==> src/rtl/if_stage.sv <==
// Instruction-fetch stage: owns the fetch PC and a single-outstanding req/ack
// imem port, and buffers fetched words in a small queue for decode.
module if_stage #(
    parameter logic [31:0] RESET_PC = 32'h0000_0000,
    parameter int          QDEPTH   = 2
) (
    input  logic                      clk,
    input  logic                      rst,
    input  logic                      cu_wpcir,
    input  logic                      cu_branch,
    input  logic [31:0]               ID_new_pc,
    output logic                      imem_req,
    output logic [31:0]               imem_addr,
    input  logic                      imem_ack,
    input  logic [31:0]               imem_rdata,
    output logic [31:0]               if_inst,
    output logic [31:0]               if_pc4,
    output logic [3:0]                IF_ins_type,
    output logic [3:0]                IF_ins_number,
    output logic [$clog2(QDEPTH):0]   if_count
);
    localparam int PW = $clog2(QDEPTH);
    localparam int CW = PW + 1;
    localparam logic [CW-1:0] QD = CW'(QDEPTH);

    typedef struct packed {
        logic [31:0] inst;
        logic [31:0] pc4;
        logic [3:0]  typ;
        logic [3:0]  num;
    } q_ent_t;

    q_ent_t        q [QDEPTH];
    logic [PW-1:0] head, tail;
    logic [CW-1:0] count, count_nxt;
    logic [31:0]   fpc, rpc, new_pc;
    logic          drop;
    logic [3:0]    seq;
    logic          acc, enq, deq, req_nxt;

    function automatic logic [3:0] ins_type(input logic [31:0] w);
        logic [3:0] t;
        casez (w[31:26])
            6'b000000:         t = 4'd1;
            6'b100011:         t = 4'd3;
            6'b101011:         t = 4'd4;
            6'b000100,
            6'b000101:         t = 4'd5;
            6'b000010:         t = 4'd6;
            6'b001???:         t = 4'd2;
            default:           t = 4'd0;
        endcase
        if (w == 32'h0) t = 4'd0;
        return t;
    endfunction

    assign new_pc    = {ID_new_pc[31:2], 2'b00};
    assign imem_addr = {fpc[31:2], 2'b00};
    assign if_count  = count;

    // Redirect beats stall beats dequeue; an ack landing under a redirect or
    // while a redirect is pending never reaches the queue.
    assign acc       = imem_req & imem_ack;
    assign enq       = acc & ~drop & ~cu_branch;
    assign deq       = (count != '0) & ~cu_wpcir & ~cu_branch;
    assign count_nxt = cu_branch ? '0 : count + CW'(enq) - CW'(deq);
    // Hold an unacked request; otherwise ask again only if the slot will fit.
    assign req_nxt   = (imem_req & ~imem_ack) | (count_nxt < QD);

    always_ff @(posedge clk or negedge rst) begin
        if (!rst) begin
            fpc      <= RESET_PC;
            rpc      <= RESET_PC;
            drop     <= 1'b0;
            seq      <= 4'd0;
            imem_req <= 1'b0;
            count    <= '0;
            head     <= '0;
            tail     <= '0;
        end else begin
            imem_req <= req_nxt;
            count    <= count_nxt;
            if (cu_branch) begin
                head <= '0;
                tail <= '0;
                if (imem_req & ~imem_ack) begin
                    rpc  <= new_pc;
                    drop <= 1'b1;
                end else begin
                    fpc  <= new_pc;
                    drop <= 1'b0;
                end
            end else begin
                if (acc) begin
                    if (drop) begin
                        fpc  <= rpc;
                        drop <= 1'b0;
                    end else begin
                        fpc  <= fpc + 32'd4;
                        seq  <= seq + 4'd1;
                        tail <= tail + PW'(1);
                    end
                end
                if (deq) head <= head + PW'(1);
            end
        end
    end

    always_ff @(posedge clk) begin
        if (enq) q[tail] <= '{inst: imem_rdata, pc4: fpc + 32'd4,
                              typ: ins_type(imem_rdata), num: seq};
    end

    always_comb begin
        if_inst       = 32'h0;
        if_pc4        = fpc + 32'd4;
        IF_ins_type   = 4'd0;
        IF_ins_number = seq;
        if (count != '0) begin
            if_inst       = q[head].inst;
            if_pc4        = q[head].pc4;
            IF_ins_type   = q[head].typ;
            IF_ins_number = q[head].num;
        end
    end
endmodule
==> config.mk <==
export PLATFORM = sky130hd
export DESIGN_NAME = if_stage
export DESIGN_NICKNAME = d
export VERILOG_FILES = /design/src/rtl/if_stage.sv
export SDC_FILE = /design/constraint.sdc
export NUM_CORES = 1
export LEC_CHECK = 0
export CAP_MARGIN = 10
export CORE_ASPECT_RATIO = 0.6
export CORE_MARGIN = 5
export CORE_UTILIZATION = 65
export CTS_BUF_LIST = sky130_fd_sc_hd__clkbuf_4 sky130_fd_sc_hd__clkbuf_8
export CTS_CLUSTER_SIZE = 8
export DETAILED_ROUTE_END_ITERATION = 16
export DONT_BUFFER_PORTS = 1
export GPL_TIMING_DRIVEN = 0
export PLACE_DENSITY = 0.92
export SKIP_CTS_REPAIR_TIMING = 1
export SLEW_MARGIN = 20
export SYNTH_ARGS = -nofsm -noshare
export SYNTH_HDL_FRONTEND = slang
export SYNTH_SLANG_ARGS = --single-unit
export TNS_END_PERCENT = 5
==> constraint.sdc <==
create_clock -name clk -period 6.13 [get_ports clk]
set_input_delay 1.226 -clock clk [delete_from_list [all_inputs] [get_ports clk]]
set_output_delay 1.226 -clock clk [all_outputs]
set_load 0.03 [all_outputs]
Word-level counts from Yosys, hierarchy flattened

Memory sizes are Yosys's and may differ from the RTL's.
Cells that the tools add are included.

Add/subtract/negate cells: 6
Magnitude comparators: 1
Eq/ne operators: 8
Muxes and demuxes: 22
Bitwise gates (word level): 11
Reduce and logical (&&, ||, !) cells: 10

Operators with widths:

| cell                    | number |
|---|---|
| $mux W32                | 6 |
| $add A32 B3 Y32 const B | 1 |
| $logic_not A32 Y1       | 1 |
| $pmux W3 S6             | 1 |
| $mux W4                 | 4 |
| $eq A6 B3 Y1 const B    | 2 |
| $eq A6 B6 Y1 const B    | 2 |
| $mux W1                 | 10 |
| $and A1 B1 Y1           | 6 |
| $eq A6 B2 Y1 const B    | 1 |
| $logic_not A6 Y1        | 1 |
| $reduce_and A2 Y1       | 3 |
| $reduce_bool A2 Y1      | 3 |
| $add A4 B1 Y4 const B   | 1 |
| $ne A2 B2 Y1 const B    | 2 |
| $not A1 Y1              | 4 |
| $eq A3 B1 Y1 const B    | 1 |
| $reduce_and A3 Y1       | 1 |
| $add A1 B1 Y1 const B   | 2 |
| $add A2 B1 Y2           | 1 |
| $lt A2 B2 Y1 const B    | 1 |
| $mux W2                 | 1 |
| $reduce_or A2 Y1        | 1 |
| $sub A2 B1 Y2           | 1 |
| $or A1 B1 Y1            | 1 |

Flip-flop bits (word level): 72
RAM bits: 144
Bits of input ports: 69
Output and inout port bits: 107
Logic and storage cells: 67
Memories kept: 1

Memory list:

| name | depth | width | rd ports | clocked after Yosys merged registers in | wr ports | RTL line | source |
|---|---|---|---|---|---|---|---|
| q    | 2     | 72    | 1        | 0                                       | 1        | 33       | `q_ent_t q [QDEPTH];` |

Logic depth before layout (Yosys ltp)

Depth in word-level cells: 8
Gate-level depth with buffers: 10
Depth with buffers taken out: 9

Worst setup path after synthesis

OpenSTA, ideal clock, no wires.

Path kind: input -> register
From: in cu_branch
To: mem q[0][0] in the netlist's numbering (enable)
Library setup time: 497 ps
Data arrival time: 4894 ps
Required time: 5633 ps
Setup slack: 739 ps
Cell stages on the path: 4
Path buffers: 1
Cells stage by stage: clkbuf_1 > nor2_1 > nand2_1 > nor2_1

Word-level cells in the longest chain between the ends: 4

RTL lines:

| item                          | RTL line | source |
|---|---|---|
| start: declaration            | 10       | `input logic cu_branch,` |
| $not A1 Y1 (no line)          | -        |  |
| $and A1 B1 Y1                 | 64       | `assign enq = acc & ~drop & ~cu_branch;` |
| $mux W1                       | 110      | `if (enq) q[tail] <= '{inst: imem_rdata, pc4: fpc + 32'd4,` |
| $mux W1 (not written as such) | 110      |  |
| end: declaration              | 33       |  |

No other way between the ends.

Final worst setup path

From: reg fpc[2]
To: out if_pc4[20]

Word-level cells in the longest chain between the ends: 2

RTL lines:

| item                     | RTL line | source |
|---|---|---|
| start: declaration       | 36       | `logic [31:0] fpc, rpc, new_pc;` |
| start signal: assignment | 90       | `fpc <= new_pc;` |
| start signal: assignment | 96       | `fpc <= rpc;` |
| start signal: assignment | 99       | `fpc <= fpc + 32'd4;` |
| $add A32 B3 Y32          | 116      | `if_pc4 = fpc + 32'd4;` |
| $mux W32                 | 119      | `if (count != '0) begin` |
| end: declaration         | 17       | `output logic [31:0] if_pc4,` |

No other way between the ends.

==> reports/summary.md <==
## Route
• 24.1 µm — post-DR wirelength/cell
• 6790 — count of vias placed by the detailed router
• 0 — post-detailed-route count of antenna-violating nets
• 24800 µm — Routed Wire Length
• 6 — Initial DRT Pass Iterations
• 6.61 — Avg Vias per Cell
• 907 — First DRT Iteration DRCs
• 0 — DRC violations left

## GRT
• 0 — final global-route overflow total
• 38700 µm — wire length of the first global-routing pass
• 28.1% — overall routing resource usage
• 0 — initial antenna violation count
• 6759 — via count of the first global-routing pass
• 71 — largest net degree at the start of global routing

## Floorplan
• 66.2% — starting density of the core
• 34 — # rows
• 17300 µm² — area of the die
• 176 — I/O Pins
• 104 µm — Die Y
• 167 µm — die extent in x
• 14500 µm² — standard cell core area

## CTS
• 31 — Num CTS Buffers
• 0.07 ns — clock transition at the register clock pins on the worst setup and hold paths after CTS
• 0.55 ns — Clk Latency, worst-skew pair
• yes — clock tree from TritonCTS
• 1 — number of levels the H-tree was split into
• sky130_fd_sc_hd__clkbuf_8 — clock root buffer
• 208 — clock tree sinks
• 3 — clock buffer depth

## Placed design
• 0.953 — global placement routability congestion
• 18000 µm — DP Wirelength
• 9950 µm² — instance area after placement
• 2.07 ns — Placement Setup Slack
• 0 — I/O Buffers

## Power and ir drop
• 3.83 nW — leakage power
• 396 nW/µm² — power per unit of standard cell area
• 0.202 mV — VDD IR max
• 0.00419 W — overall power consumption

## Layout
• 5900 µm² — area taken by flip-flops and latches
• 10.5% — synthesis-to-finish area growth
• 3450 µm² — Multi-input gate area
• 73.1% — fraction of the core area covered by cells at the end of the flow
• 13.5% — share of layout cells above drive strength 1
• sky130_fd_sc_hd__edfxtp_1 (138), sky130_fd_sc_hd__nor2_1 (80), sky130_fd_sc_hd__dfrtp_1 (70) — most frequent cells in the layout
• 878 — final layout net count
• 975 — Filler Cells Inserted
• 10600 µm² — summed area of non-filler cells in the final layout
• 0 — Antenna diodes
• sky130_fd_sc_hd__edfxtp_1 — most frequent standard cell in the layout excluding fill and tap cells

## Synth
• 138 — number of synthesized flops with an enable pin
• 33.7% — share of synthesized registers carrying an async set or reset
• 56 — distinct cell type count of the synthesized netlist
• 0 — synth warn
• 208 — FF+latch count, synth
• 61.6% — portion of the post-synthesis area used by sequential elements
• 9570 µm² — synthesized cell area
• 764 — post-synthesis instance total
• 12.5 µm² — average cell area after synthesis
• sky130_fd_sc_hd__edfxtp_1 — most frequently used flop master after synthesis

## STA
• 0 — number of max-slew violations in the final report
• 0.0183 ns — clock tree skew after final layout
• 31.0% — relative slew slack
• 4.72 ns — time the final worst path needs with I/O delays and setup
• 212 MHz — Max Freq
• 0 ns — Setup TNS
• 0 — hold violation total from the final report
• 1.02 ns — Worst Tran Pin Value
• 76.9% — Tcrit/Tclk final
• 1.41 ns — final setup margin
• 0 — count of endpoints failing setup in the final report
• false — RSZ-0062 raised after global routing

## Setup path
• 1 — worst path buffer plus inverter count
• reg2out — type of the worst setup path
• sky130_fd_sc_hd__dfrtp_1 — Slowest cell on crit path
• 4.90 ns — Crit path required time
• simple AND/OR/NAND/NOR gates — family with the most delay on the worst path
• flip-flop — type of element launching the critical path
• 3.49 ns — data arrival time of the critical path
• output pin — crit end category
• 0.63 ns — Slowest Stage Delay on Critical Path
• ha_1, nand4_1, or3_1, clkbuf_1, nor3_1, xor2_1, a21o_1 — cell breakdown of the critical path
• 8 — largest fanout of any net on the critical path

## Worst hold path
• in2async — HP Class

## Job
• 0 — number of max-capacitance violations reported

## Outcome
• finished, final reports clean — status

==> area by class of cell <==
class / count / share of cell area (%)
well taps: 198 / 2.34
flip-flops and latches: 208 / 55.8
inverters: 14 / 0.497
repair buffers: 4 / 0.970
plain buffers: 48 / 1.89
clock buffers: 54 / 5.73
multi-input cells: 498 / 32.6
clock inverters: 3 / 0.189
==> layer usage <==
metal	vias up	global-route usage (%)	share of wire (%)	wire (µm)
met2	447	41.7	44	11000
met3	64	10.9	13	3140
li1	2931	-	-	-
met4	0	6.89	2.3	569
met5	-	0	0	0
met1	3348	39.6	41	10100
==> report_power, final <==
group          internal [W]  total [W]  leakage (nW)  switching, W
sequential          0.00170    0.00197          2.08      0.000277
combinational      0.000295    0.00109          1.41      0.000799
clock              0.000616    0.00113         0.335      0.000510
==> sequential cells by signal, indices dropped and copies added, names as in the netlist <==
signal,cells
q,138
rpc,30
tail,1
if_count,2
seq,4
drop,1
imem_req,1
head,1
fpc,30
==> kinds of logic after synthesis <==
| family | Yosys count | synth area share (%) |
|---|---|---|
| compound gates | 141 | 9.58 |
| simple gates | 214 | 11.6 |
| buf+inv | 62 | 2.64 |
| xor+xnor | 34 | 3.11 |
| flops | 208 | 61.6 |
| fa+ha+maj | 4 | 0.523 |
| mux | 100 | 10.9 |
| other cells | 1 | 0.0392 |
==> stage by stage <==
| stage | hold WS [ns] | std cells |
|---|---|---|
| 2_1_floorplan | 0.472 | 768 |
| 3_3_place_gp | 0.486 | 966 |
| 3_5_place_dp | 0.489 | 970 |
| 4_1_cts | 0.332 | 1027 |
| 5_1_grt | 0.334 | 1027 |
| 6_report | 0.372 | 1027 |
==> worst reg2reg max path, stage by stage, from the launching register on <==
cell and delay, ns:
sky130_fd_sc_hd__dfrtp_1 0.41, sky130_fd_sc_hd__clkbuf_1 0.29, sky130_fd_sc_hd__nor2_1 0.61, sky130_fd_sc_hd__clkbuf_1 0.58
sky130_fd_sc_hd__and3_4 0.52, sky130_fd_sc_hd__buf_16 0.28
==> synthesized netlist by cell type, types with 2 or more instances <==
library cell / count / area share [%]
sky130_fd_sc_hd__edfxtp_1: 138 / 43
sky130_fd_sc_hd__nor2_1: 81 / 3.2
sky130_fd_sc_hd__dfrtp_1: 70 / 18
sky130_fd_sc_hd__mux2i_1: 69 / 7.2
sky130_fd_sc_hd__clkbuf_1: 39 / 1.5
sky130_fd_sc_hd__nand2_1: 39 / 1.5
sky130_fd_sc_hd__o21ai_0: 33 / 1.7
sky130_fd_sc_hd__mux2_2: 31 / 3.6
sky130_fd_sc_hd__a21oi_1: 27 / 1.4
sky130_fd_sc_hd__xor2_1: 18 / 1.6
sky130_fd_sc_hd__xnor2_1: 16 / 1.5
sky130_fd_sc_hd__o22ai_1: 15 / 0.98
sky130_fd_sc_hd__a21o_1: 14 / 1.1
sky130_fd_sc_hd__inv_1: 14 / 0.55
sky130_fd_sc_hd__nor4_1: 14 / 0.92
sky130_fd_sc_hd__and3_1: 13 / 0.85
sky130_fd_sc_hd__nor3_1: 13 / 0.68
sky130_fd_sc_hd__o21a_1: 11 / 0.86
sky130_fd_sc_hd__nand4_1: 10 / 0.65
sky130_fd_sc_hd__nor2b_1: 10 / 0.65
sky130_fd_sc_hd__nand3_1: 9 / 0.47
sky130_fd_sc_hd__a31oi_1: 7 / 0.46
sky130_fd_sc_hd__a211oi_1: 6 / 0.47
sky130_fd_sc_hd__o22a_1: 6 / 0.55
sky130_fd_sc_hd__buf_4: 5 / 0.39
sky130_fd_sc_hd__a222oi_1: 4 / 0.42
sky130_fd_sc_hd__and4_1: 4 / 0.37
sky130_fd_sc_hd__ha_1: 4 / 0.52
sky130_fd_sc_hd__buf_1: 3 / 0.12
sky130_fd_sc_hd__nand2b_1: 3 / 0.20
sky130_fd_sc_hd__nor4_4: 3 / 0.67
sky130_fd_sc_hd__or3_1: 3 / 0.20
sky130_fd_sc_hd__a221oi_1: 2 / 0.18
sky130_fd_sc_hd__a22oi_1: 2 / 0.16
sky130_fd_sc_hd__a2bb2oi_1: 2 / 0.18
sky130_fd_sc_hd__a41oi_1: 2 / 0.18
sky130_fd_sc_hd__nor3_2: 2 / 0.21
sky130_fd_sc_hd__o221ai_1: 2 / 0.18
sky130_fd_sc_hd__o2bb2ai_1: 2 / 0.18
sky130_fd_sc_hd__or4_4: 2 / 0.24
==> path summary, 6_finish.rpt <==
kind	from	endpoint	slack, ns	depth (start not counted)
worst max-delay path	fpc[2]$_DFFE_PN0P_	if_pc4[20]	1.41	7
worst min-delay path	rst	fpc[28]$_DFFE_PN0P_	0.37	0
worst max register to register	drop$_DFFE_PN0P_	q[1][69]$_DFFE_PP_	3.04	5
worst min register to register	rpc[21]$_DFFE_PN0P_	rpc[21]$_DFFE_PN0P_	0.50	1
max in group asynchronous	rst	fpc[4]$_DFFE_PN0P_	5.61	0
min in group clk	rpc[21]$_DFFE_PN0P_	rpc[21]$_DFFE_PN0P_	0.50	1
Note: power is estimated with default switching activity, not from simulation.
